### src/rtl/l2_ifill_arbiter_if.sv
// Bundle of the icache / non-cacheable fetch request ports, the L2 request and
// response channel, and the forwarded-response outputs of l2_ifill_arbiter.
// The slave modport is the arbiter's view; master is the surrounding fabric.
interface l2_ifill_arbiter_if #(
    parameter int ADDR_W = 40
);
    logic              ic_req_valid_i;
    logic [ADDR_W-1:0] ic_req_paddr_i;
    logic              ic_req_ready_o;
    logic              nc_req_valid_i;
    logic [ADDR_W-1:0] nc_req_paddr_i;
    logic              nc_req_ready_o;
    logic              ic_kill_i;
    logic              nc_kill_i;
    logic              l2_req_valid_o;
    logic              l2_req_ready_i;
    logic [ADDR_W-1:0] l2_req_paddr_o;
    logic              l2_req_nc_o;
    logic              l2_resp_valid_i;
    logic [63:0]       l2_resp_data_i;
    logic              ic_resp_valid_o;
    logic              ic_resp_last_o;
    logic              nc_grant_valid_o;
    logic [63:0]       resp_data_o;
    logic              busy_o;
    logic              spurious_o;

    modport slave (
        input  ic_req_valid_i, ic_req_paddr_i, nc_req_valid_i, nc_req_paddr_i,
        input  ic_kill_i, nc_kill_i, l2_req_ready_i, l2_resp_valid_i, l2_resp_data_i,
        output ic_req_ready_o, nc_req_ready_o, l2_req_valid_o, l2_req_paddr_o,
        output l2_req_nc_o, ic_resp_valid_o, ic_resp_last_o, nc_grant_valid_o,
        output resp_data_o, busy_o, spurious_o
    );

    modport master (
        output ic_req_valid_i, ic_req_paddr_i, nc_req_valid_i, nc_req_paddr_i,
        output ic_kill_i, nc_kill_i, l2_req_ready_i, l2_resp_valid_i, l2_resp_data_i,
        input  ic_req_ready_o, nc_req_ready_o, l2_req_valid_o, l2_req_paddr_o,
        input  l2_req_nc_o, ic_resp_valid_o, ic_resp_last_o, nc_grant_valid_o,
        input  resp_data_o, busy_o, spurious_o
    );
endinterface

### src/rtl/l2_ifill_arbiter.sv
// Round-robin arbiter between icache line refills and non-cacheable 8-byte
// fetches sharing one L2 request port. One transaction is in flight at a time;
// killed transactions still complete on the bus but their beats are swallowed.
module l2_ifill_arbiter #(
    parameter int ADDR_W   = 40,
    parameter int IC_BEATS = 4
) (
    input logic              clk_i,
    input logic              rstn_i,
    l2_ifill_arbiter_if.slave bus
);
    typedef enum logic [1:0] {IDLE, REQ, WAIT, DRAIN} state_e;

    localparam int                OFF_W   = $clog2(IC_BEATS * 8);
    localparam logic [ADDR_W-1:0] IC_MASK = ~((ADDR_W'(1) << OFF_W) - ADDR_W'(1));
    localparam logic [ADDR_W-1:0] NC_MASK = ~ADDR_W'(7);
    localparam logic [2:0]        IC_LAST = 3'(IC_BEATS - 1);

    state_e            state_q, state_d;
    logic              owner_nc_q, owner_nc_d;
    logic [ADDR_W-1:0] addr_q, addr_d;
    logic              killed_q, killed_d;
    logic [2:0]        cnt_q, cnt_d;
    logic              last_nc_q, last_nc_d;

    logic ic_ready, nc_ready, l2_valid, ic_fwd, nc_fwd, last_beat, spurious;
    logic owner_kill, final_beat;

    // Next-state and handshake/forwarding decode for the transaction FSM
    always_comb begin
        state_d    = state_q;
        owner_nc_d = owner_nc_q;
        addr_d     = addr_q;
        killed_d   = killed_q;
        cnt_d      = cnt_q;
        last_nc_d  = last_nc_q;
        ic_ready   = 1'b0;
        nc_ready   = 1'b0;
        l2_valid   = 1'b0;
        ic_fwd     = 1'b0;
        nc_fwd     = 1'b0;
        last_beat  = 1'b0;
        spurious   = 1'b0;
        owner_kill = owner_nc_q ? bus.nc_kill_i : bus.ic_kill_i;
        final_beat = owner_nc_q || (cnt_q == IC_LAST);

        unique case (state_q)
            IDLE: begin
                // Kills are meaningless here: nothing is owned yet.
                spurious = bus.l2_resp_valid_i;
                if (bus.ic_req_valid_i && (!bus.nc_req_valid_i || last_nc_q)) begin
                    ic_ready   = 1'b1;
                    state_d    = REQ;
                    owner_nc_d = 1'b0;
                    addr_d     = bus.ic_req_paddr_i;
                    last_nc_d  = 1'b0;
                    killed_d   = 1'b0;
                end else if (bus.nc_req_valid_i) begin
                    nc_ready   = 1'b1;
                    state_d    = REQ;
                    owner_nc_d = 1'b1;
                    addr_d     = bus.nc_req_paddr_i;
                    last_nc_d  = 1'b1;
                    killed_d   = 1'b0;
                end
            end
            REQ: begin
                // The request is never withdrawn; a kill only decides where we go after it.
                l2_valid = 1'b1;
                spurious = bus.l2_resp_valid_i;
                if (owner_kill) killed_d = 1'b1;
                if (bus.l2_req_ready_i) begin
                    cnt_d   = 3'd0;
                    state_d = (killed_q || owner_kill) ? DRAIN : WAIT;
                end
            end
            WAIT: begin
                if (bus.l2_resp_valid_i) begin
                    cnt_d = cnt_q + 3'd1;
                    if (!owner_kill) begin
                        ic_fwd    = !owner_nc_q;
                        nc_fwd    = owner_nc_q;
                        last_beat = !owner_nc_q && final_beat;
                    end
                    if (final_beat)      state_d = IDLE;
                    else if (owner_kill) state_d = DRAIN;
                end else if (owner_kill) begin
                    state_d = DRAIN;
                end
                if (owner_kill) killed_d = 1'b1;
            end
            DRAIN: begin
                if (bus.l2_resp_valid_i) begin
                    cnt_d = cnt_q + 3'd1;
                    if (final_beat) state_d = IDLE;
                end
            end
            default: state_d = IDLE;
        endcase
    end

    // Transaction state registers, abandoned immediately on reset
    always_ff @(posedge clk_i or negedge rstn_i) begin
        if (!rstn_i) begin
            state_q    <= IDLE;
            owner_nc_q <= 1'b0;
            addr_q     <= '0;
            killed_q   <= 1'b0;
            cnt_q      <= 3'd0;
            last_nc_q  <= 1'b1;
        end else begin
            state_q    <= state_d;
            owner_nc_q <= owner_nc_d;
            addr_q     <= addr_d;
            killed_q   <= killed_d;
            cnt_q      <= cnt_d;
            last_nc_q  <= last_nc_d;
        end
    end

    // Combinational outputs are held low while reset is asserted.
    assign bus.ic_req_ready_o   = rstn_i & ic_ready;
    assign bus.nc_req_ready_o   = rstn_i & nc_ready;
    assign bus.l2_req_valid_o   = rstn_i & l2_valid;
    assign bus.l2_req_paddr_o   = addr_q & (owner_nc_q ? NC_MASK : IC_MASK);
    assign bus.l2_req_nc_o      = owner_nc_q;
    assign bus.ic_resp_valid_o  = rstn_i & ic_fwd;
    assign bus.ic_resp_last_o   = rstn_i & last_beat;
    assign bus.nc_grant_valid_o = rstn_i & nc_fwd;
    assign bus.resp_data_o      = bus.l2_resp_data_i;
    assign bus.busy_o           = rstn_i & (state_q != IDLE);
    assign bus.spurious_o       = rstn_i & spurious;
endmodule
### src/flat_wrapper.sv
// flat-port wrapper written by rule: the top's interface ports become plain ports
module l2_ifill_arbiter_flat 
#(
    parameter int ADDR_W   = 40,
    parameter int IC_BEATS = 4
)
  (clk_i, rstn_i, bus_ic_req_valid_i, bus_ic_req_paddr_i, bus_nc_req_valid_i, bus_nc_req_paddr_i, bus_ic_kill_i, bus_nc_kill_i, bus_l2_req_ready_i, bus_l2_resp_valid_i, bus_l2_resp_data_i, bus_ic_req_ready_o, bus_nc_req_ready_o, bus_l2_req_valid_o, bus_l2_req_paddr_o, bus_l2_req_nc_o, bus_ic_resp_valid_o, bus_ic_resp_last_o, bus_nc_grant_valid_o, bus_resp_data_o, bus_busy_o, bus_spurious_o);
  l2_ifill_arbiter_if #(.ADDR_W(ADDR_W)) bus_i ();
  input logic clk_i;
  input logic rstn_i;
  input wire logic [$bits(bus_i.ic_req_valid_i)-1:0] bus_ic_req_valid_i;
  input wire logic [$bits(bus_i.ic_req_paddr_i)-1:0] bus_ic_req_paddr_i;
  input wire logic [$bits(bus_i.nc_req_valid_i)-1:0] bus_nc_req_valid_i;
  input wire logic [$bits(bus_i.nc_req_paddr_i)-1:0] bus_nc_req_paddr_i;
  input wire logic [$bits(bus_i.ic_kill_i)-1:0] bus_ic_kill_i;
  input wire logic [$bits(bus_i.nc_kill_i)-1:0] bus_nc_kill_i;
  input wire logic [$bits(bus_i.l2_req_ready_i)-1:0] bus_l2_req_ready_i;
  input wire logic [$bits(bus_i.l2_resp_valid_i)-1:0] bus_l2_resp_valid_i;
  input wire logic [$bits(bus_i.l2_resp_data_i)-1:0] bus_l2_resp_data_i;
  output wire logic [$bits(bus_i.ic_req_ready_o)-1:0] bus_ic_req_ready_o;
  output wire logic [$bits(bus_i.nc_req_ready_o)-1:0] bus_nc_req_ready_o;
  output wire logic [$bits(bus_i.l2_req_valid_o)-1:0] bus_l2_req_valid_o;
  output wire logic [$bits(bus_i.l2_req_paddr_o)-1:0] bus_l2_req_paddr_o;
  output wire logic [$bits(bus_i.l2_req_nc_o)-1:0] bus_l2_req_nc_o;
  output wire logic [$bits(bus_i.ic_resp_valid_o)-1:0] bus_ic_resp_valid_o;
  output wire logic [$bits(bus_i.ic_resp_last_o)-1:0] bus_ic_resp_last_o;
  output wire logic [$bits(bus_i.nc_grant_valid_o)-1:0] bus_nc_grant_valid_o;
  output wire logic [$bits(bus_i.resp_data_o)-1:0] bus_resp_data_o;
  output wire logic [$bits(bus_i.busy_o)-1:0] bus_busy_o;
  output wire logic [$bits(bus_i.spurious_o)-1:0] bus_spurious_o;
  assign bus_i.ic_req_valid_i = bus_ic_req_valid_i;
  assign bus_i.ic_req_paddr_i = bus_ic_req_paddr_i;
  assign bus_i.nc_req_valid_i = bus_nc_req_valid_i;
  assign bus_i.nc_req_paddr_i = bus_nc_req_paddr_i;
  assign bus_i.ic_kill_i = bus_ic_kill_i;
  assign bus_i.nc_kill_i = bus_nc_kill_i;
  assign bus_i.l2_req_ready_i = bus_l2_req_ready_i;
  assign bus_i.l2_resp_valid_i = bus_l2_resp_valid_i;
  assign bus_i.l2_resp_data_i = bus_l2_resp_data_i;
  assign bus_ic_req_ready_o = bus_i.ic_req_ready_o;
  assign bus_nc_req_ready_o = bus_i.nc_req_ready_o;
  assign bus_l2_req_valid_o = bus_i.l2_req_valid_o;
  assign bus_l2_req_paddr_o = bus_i.l2_req_paddr_o;
  assign bus_l2_req_nc_o = bus_i.l2_req_nc_o;
  assign bus_ic_resp_valid_o = bus_i.ic_resp_valid_o;
  assign bus_ic_resp_last_o = bus_i.ic_resp_last_o;
  assign bus_nc_grant_valid_o = bus_i.nc_grant_valid_o;
  assign bus_resp_data_o = bus_i.resp_data_o;
  assign bus_busy_o = bus_i.busy_o;
  assign bus_spurious_o = bus_i.spurious_o;
  l2_ifill_arbiter #(.ADDR_W(ADDR_W), .IC_BEATS(IC_BEATS)) u_core (.clk_i(clk_i), .rstn_i(rstn_i), .bus(bus_i));
endmodule
### config.mk
export PLATFORM = sky130hd
export DESIGN_NAME = l2_ifill_arbiter_flat
export DESIGN_NICKNAME = d
export VERILOG_FILES = /design/src/rtl/l2_ifill_arbiter_if.sv /design/src/rtl/l2_ifill_arbiter.sv /design/src/flat_wrapper.sv
export SDC_FILE = /design/constraint.sdc
export NUM_CORES = 1
export LEC_CHECK = 0
export BUFFER_PORTS_ARGS = -buffer_cell sky130_fd_sc_hd__buf_4
export CORE_AREA = 2 2 103 105
export CTS_CLUSTER_DIAMETER = 120
export CTS_CLUSTER_SIZE = 20
export DETAILED_ROUTE_END_ITERATION = 12
export DIE_AREA = 0 0 105 107
export PLACE_DENSITY = 0.7
export SLEW_MARGIN = 10
export SYNTH_ARGS = -nofsm -noshare
export SYNTH_HDL_FRONTEND = slang
export SYNTH_SLANG_ARGS = --single-unit
### constraint.sdc
create_clock -name clk_i -period 1.5 [get_ports clk_i]
set_input_delay 0.15 -clock clk_i [delete_from_list [all_inputs] [get_ports clk_i]]
set_output_delay 0.15 -clock clk_i [all_outputs]
set_load 0.01 [all_outputs]
==> results by group <==
Run status
  – Outcome: finished with violations
  – Failing checks: negative setup slack

Clock network
  – Skew-Pair Late Insertion Delay: 290 ps
  – Worst-path clk slew: 90 ps
  – # clock sinks: 45
  – CTS tree: yes
  – CTS max path bufs: 2
  – CTS Root Cell: clkbuf_8
  – Total CTS buffers: 5
  – Number of H-tree levels: 2

Worst setup path
  – CP max-delay cell: dfrtp_1
  – Critical path's top delay family: buffers and inverters
  – Max incr delay on CP: 420 ps
  – Worst setup EP type: output port
  – Worst flop-to-flop path endpoint: u_core.state_q[1]
  – Worst Path Buf+Inv: 4
  – Critical path cell sequence: inv_2, buf_6, ha_4, buf_12, and3_1, buf_6
  – Reg2reg start: u_core.state_q[1]
  – CP dominant cell by count: buf_6
  – Kind of critical path: reg2out
  – Worst reg-to-reg path cell count: 5
  – Critical Path RT: 1350 ps
  – Crit path DAT: 1490 ps
  – Crit path max fanout: 5
  – Register-to-register setup slack: -100 ps
  – CP Launch Type: register

Synth
  – Netlist area before placement: 0.00309 mm2
  – Synth warn: 0
  – Fraction of registers with async set/reset: 100%
  – Synth Area in Compound Gates: 9.20%
  – Mux share of post-synthesis cell area: 13.4%
  – Netlist cell types: 36
  – Xor/xnor share of the synthesized area: 0%
  – Post-synthesis register bit count: 45
  – Post-synth EDFFs: 0
  – Largest family of logic cells by synthesized area: buffers and inverters
  – Mapped Cells: 331
  – Simple-Gate Fraction of Synth Area: 9.44%
  – Syn_area_per_cell: 9.33 um2
  – Sequential area share after synthesis: 36.5%
  – Ys flop type: dfrtp_1
  – Synthesized-area fraction occupied by adder cells: 2.84%

Power
  – P_sw: 2.62 mW
  – IR Drop Worst-Case VDD: 600 uV
  – Clock power frac: 13.3%
  – Logic pwr share: 56.4%
  – Internal Power: 4.52 mW
  – Power Density: 1820 mW/mm2
  – Sw frac: 36.7%
  – Sequential power share: 30.3%
  – Leakage: 2.01 nW
  – Total power: 7.14 mW

Finish
  – Fin nets: 536
  – Share of post-route cells with drive strength above 1: 50.3%
  – Fin area: 0.00393 mm2
  – Final core utilization: 39.0%
  – Commonest non-fill, non-tap cells in the layout: 140 x buf_4, 43 x dfrtp_1, 38 x mux2i_1
  – P&R area growth vs syn: 27.4%
  – Most common cell after layout, fill and taps aside: buf_4
  – ANT cells: 0

Routing
  – DRC: 0
  – Vias per cell: 4.42
  – Post-route ant nets: 0
  – Router iterations before antenna repair: 4
  – Initial drt markers: 100
  – Vias post-DR: 2,271
  – Routed len/inst: 14.2 um
  – DRT Wirelength: 7310 um

Die
  – Die height: 107 um
  – Initial core utilization: 30.6%
  – DIE WIDTH: 105 um
  – Die area: 0.0112 mm2
  – Row Count: 37
  – I/O pins: 265
  – Core ar.: 0.0101 mm2

Global routing
  – Pin count of the biggest net entering global routing: 43
  – Global-route wire length before repair: 11,500 um
  – Gr usage total: 12.7%
  – Congestion Overflow GR: 0
  – Initial antenna violation count: 0
  – Vias in the first global route: 2,295

Placed design
  – Placed Area: 0.00353 mm2
  – Post-place setup slack: -91.0 ps
  – Port bufs: 127
  – RePlAce Congestion: 0.813
  – HPWL after detailed placement: 5330 um

STA
  – Fin. Hold Viols: 0
  – Fin crit share: 110%
  – Final WS setup: -143 ps
  – Worst clock skew: 4.57 ps
  – # setup viols final: 47
  – Worst-margin pin slew: 546 ps
  – Unrepaired setup endpoints after global routing: true
  – Max Slew Vio Count: 0
  – Tmin final: 1640 ps
  – Slew HR: 63.6%
  – Fmax: 609 MHz

Flow run
  – Max Cap Viol: 0

Hold path
  – Hold Crit Class: in2async
-- how the worst max path moves through the flow --
stage | from | end | slack, ps | depth (start not counted)
floorplan | u_core.state_q[1] | u_core.cnt_q[0] | 1 | 5
global placement | u_core.state_q[0] | u_core.state_q[0] | -30 | 6
detailed placement | u_core.state_q[1] | u_core.cnt_q[2] | -90 | 5
CTS | u_core.state_q[1] | u_core.state_q[1] | -130 | 5
global route | u_core.state_q[0] | bus_ic_resp_last_o | -210 | 6
finish | u_core.state_q[0] | bus_ic_req_ready_o | -140 | 6
-- cells in the mapped netlist, types with 3 or more instances --
| master | count | area (um2) |
|---|---|---|
| nor2b_1 | 3 | 18.8 |
| dfrtp_1 | 44 | 1100 |
| buf_4 | 103 | 773 |
| nor2_1 | 9 | 33.8 |
| inv_1 | 4 | 15.0 |
| mux2_2 | 3 | 33.8 |
| a21oi_1 | 6 | 30.0 |
| o21ai_1 | 19 | 95.1 |
| ha_1 | 7 | 87.6 |
| o21ai_0 | 20 | 100 |
| and2_1 | 5 | 31.3 |
| mux2i_1 | 38 | 380 |
| clkbuf_1 | 3 | 11.3 |
| nand2_1 | 38 | 143 |
| buf_2 | 4 | 20.0 |
-- state kept, by name, summed over array words and instances (netlist names) --
name,cells
u_core.state_q,2
u_core.last_nc_q,1
u_core.bus.l2_req_nc_o,1
u_core.killed_q,1
u_core.addr_q,37
u_core.cnt_q,3
-- power groups by stage --
stage	combinational (mW)	sequential [mW]	clock, mW
detailed placement	3.34	2.18	0
CTS	3.93	2.17	0.996
floorplan	2.59	2.10	0
global placement	3.21	2.16	0
finish	4.03	2.16	0.947
global route	4.41	2.25	1.04
-- cell families (layout without fill, tap and decap cells) --
group,Yosys count,count (layout)
mux,41,41
compound gates,52,52
simple gates,65,65
buf+inv,120,165
other cells,1,3
flops,45,45
fa+ha+maj,7,7
-- metrics by stage --
step / hold WS (ps) / instances / setup TNS (ps)
2_1_floorplan: -146 / 333 / 0
3_3_place_gp: -30.0 / 492 / -108
3_5_place_dp: -24.1 / 492 / -398
4_1_cts: 15.9 / 514 / -2860
5_1_grt: 64.7 / 514 / -6580
6_report: 20.1 / 514 / -2800
-- metal layers --
layer	up-vias	part of all wire (%)	track usage, %
li1	1080	-	-
met1	1047	36	13.3
met2	118	53	23.2
met3	26	8.2	4.26
met4	0	2.2	5.05
met5	-	0	0
-- timing repair --
action / 4_1_cts / 5_1_grt
setup endpoints to repair: 13 / 51
hold endpoints to repair: 3 / 0
pin swaps: 9 / 8
gates resized for setup: 42 / 15
hold buffers: 1 / 0
buffers inserted: 13 / 1
-- cell type report --
cell class / instances / area [um2]
Fill cell: 1004 / 6160
Multi-Input combinational cell: 168 / 1280
Timing Repair Buffer: 152 / 1220
Sequential cell: 45 / 1130
Tap cell: 136 / 170
Clock buffer: 7 / 86.3
Clock inverter: 1 / 30.0
Inverter: 5 / 18.8
No activity file was read; power rests on OpenSTA's default activity.
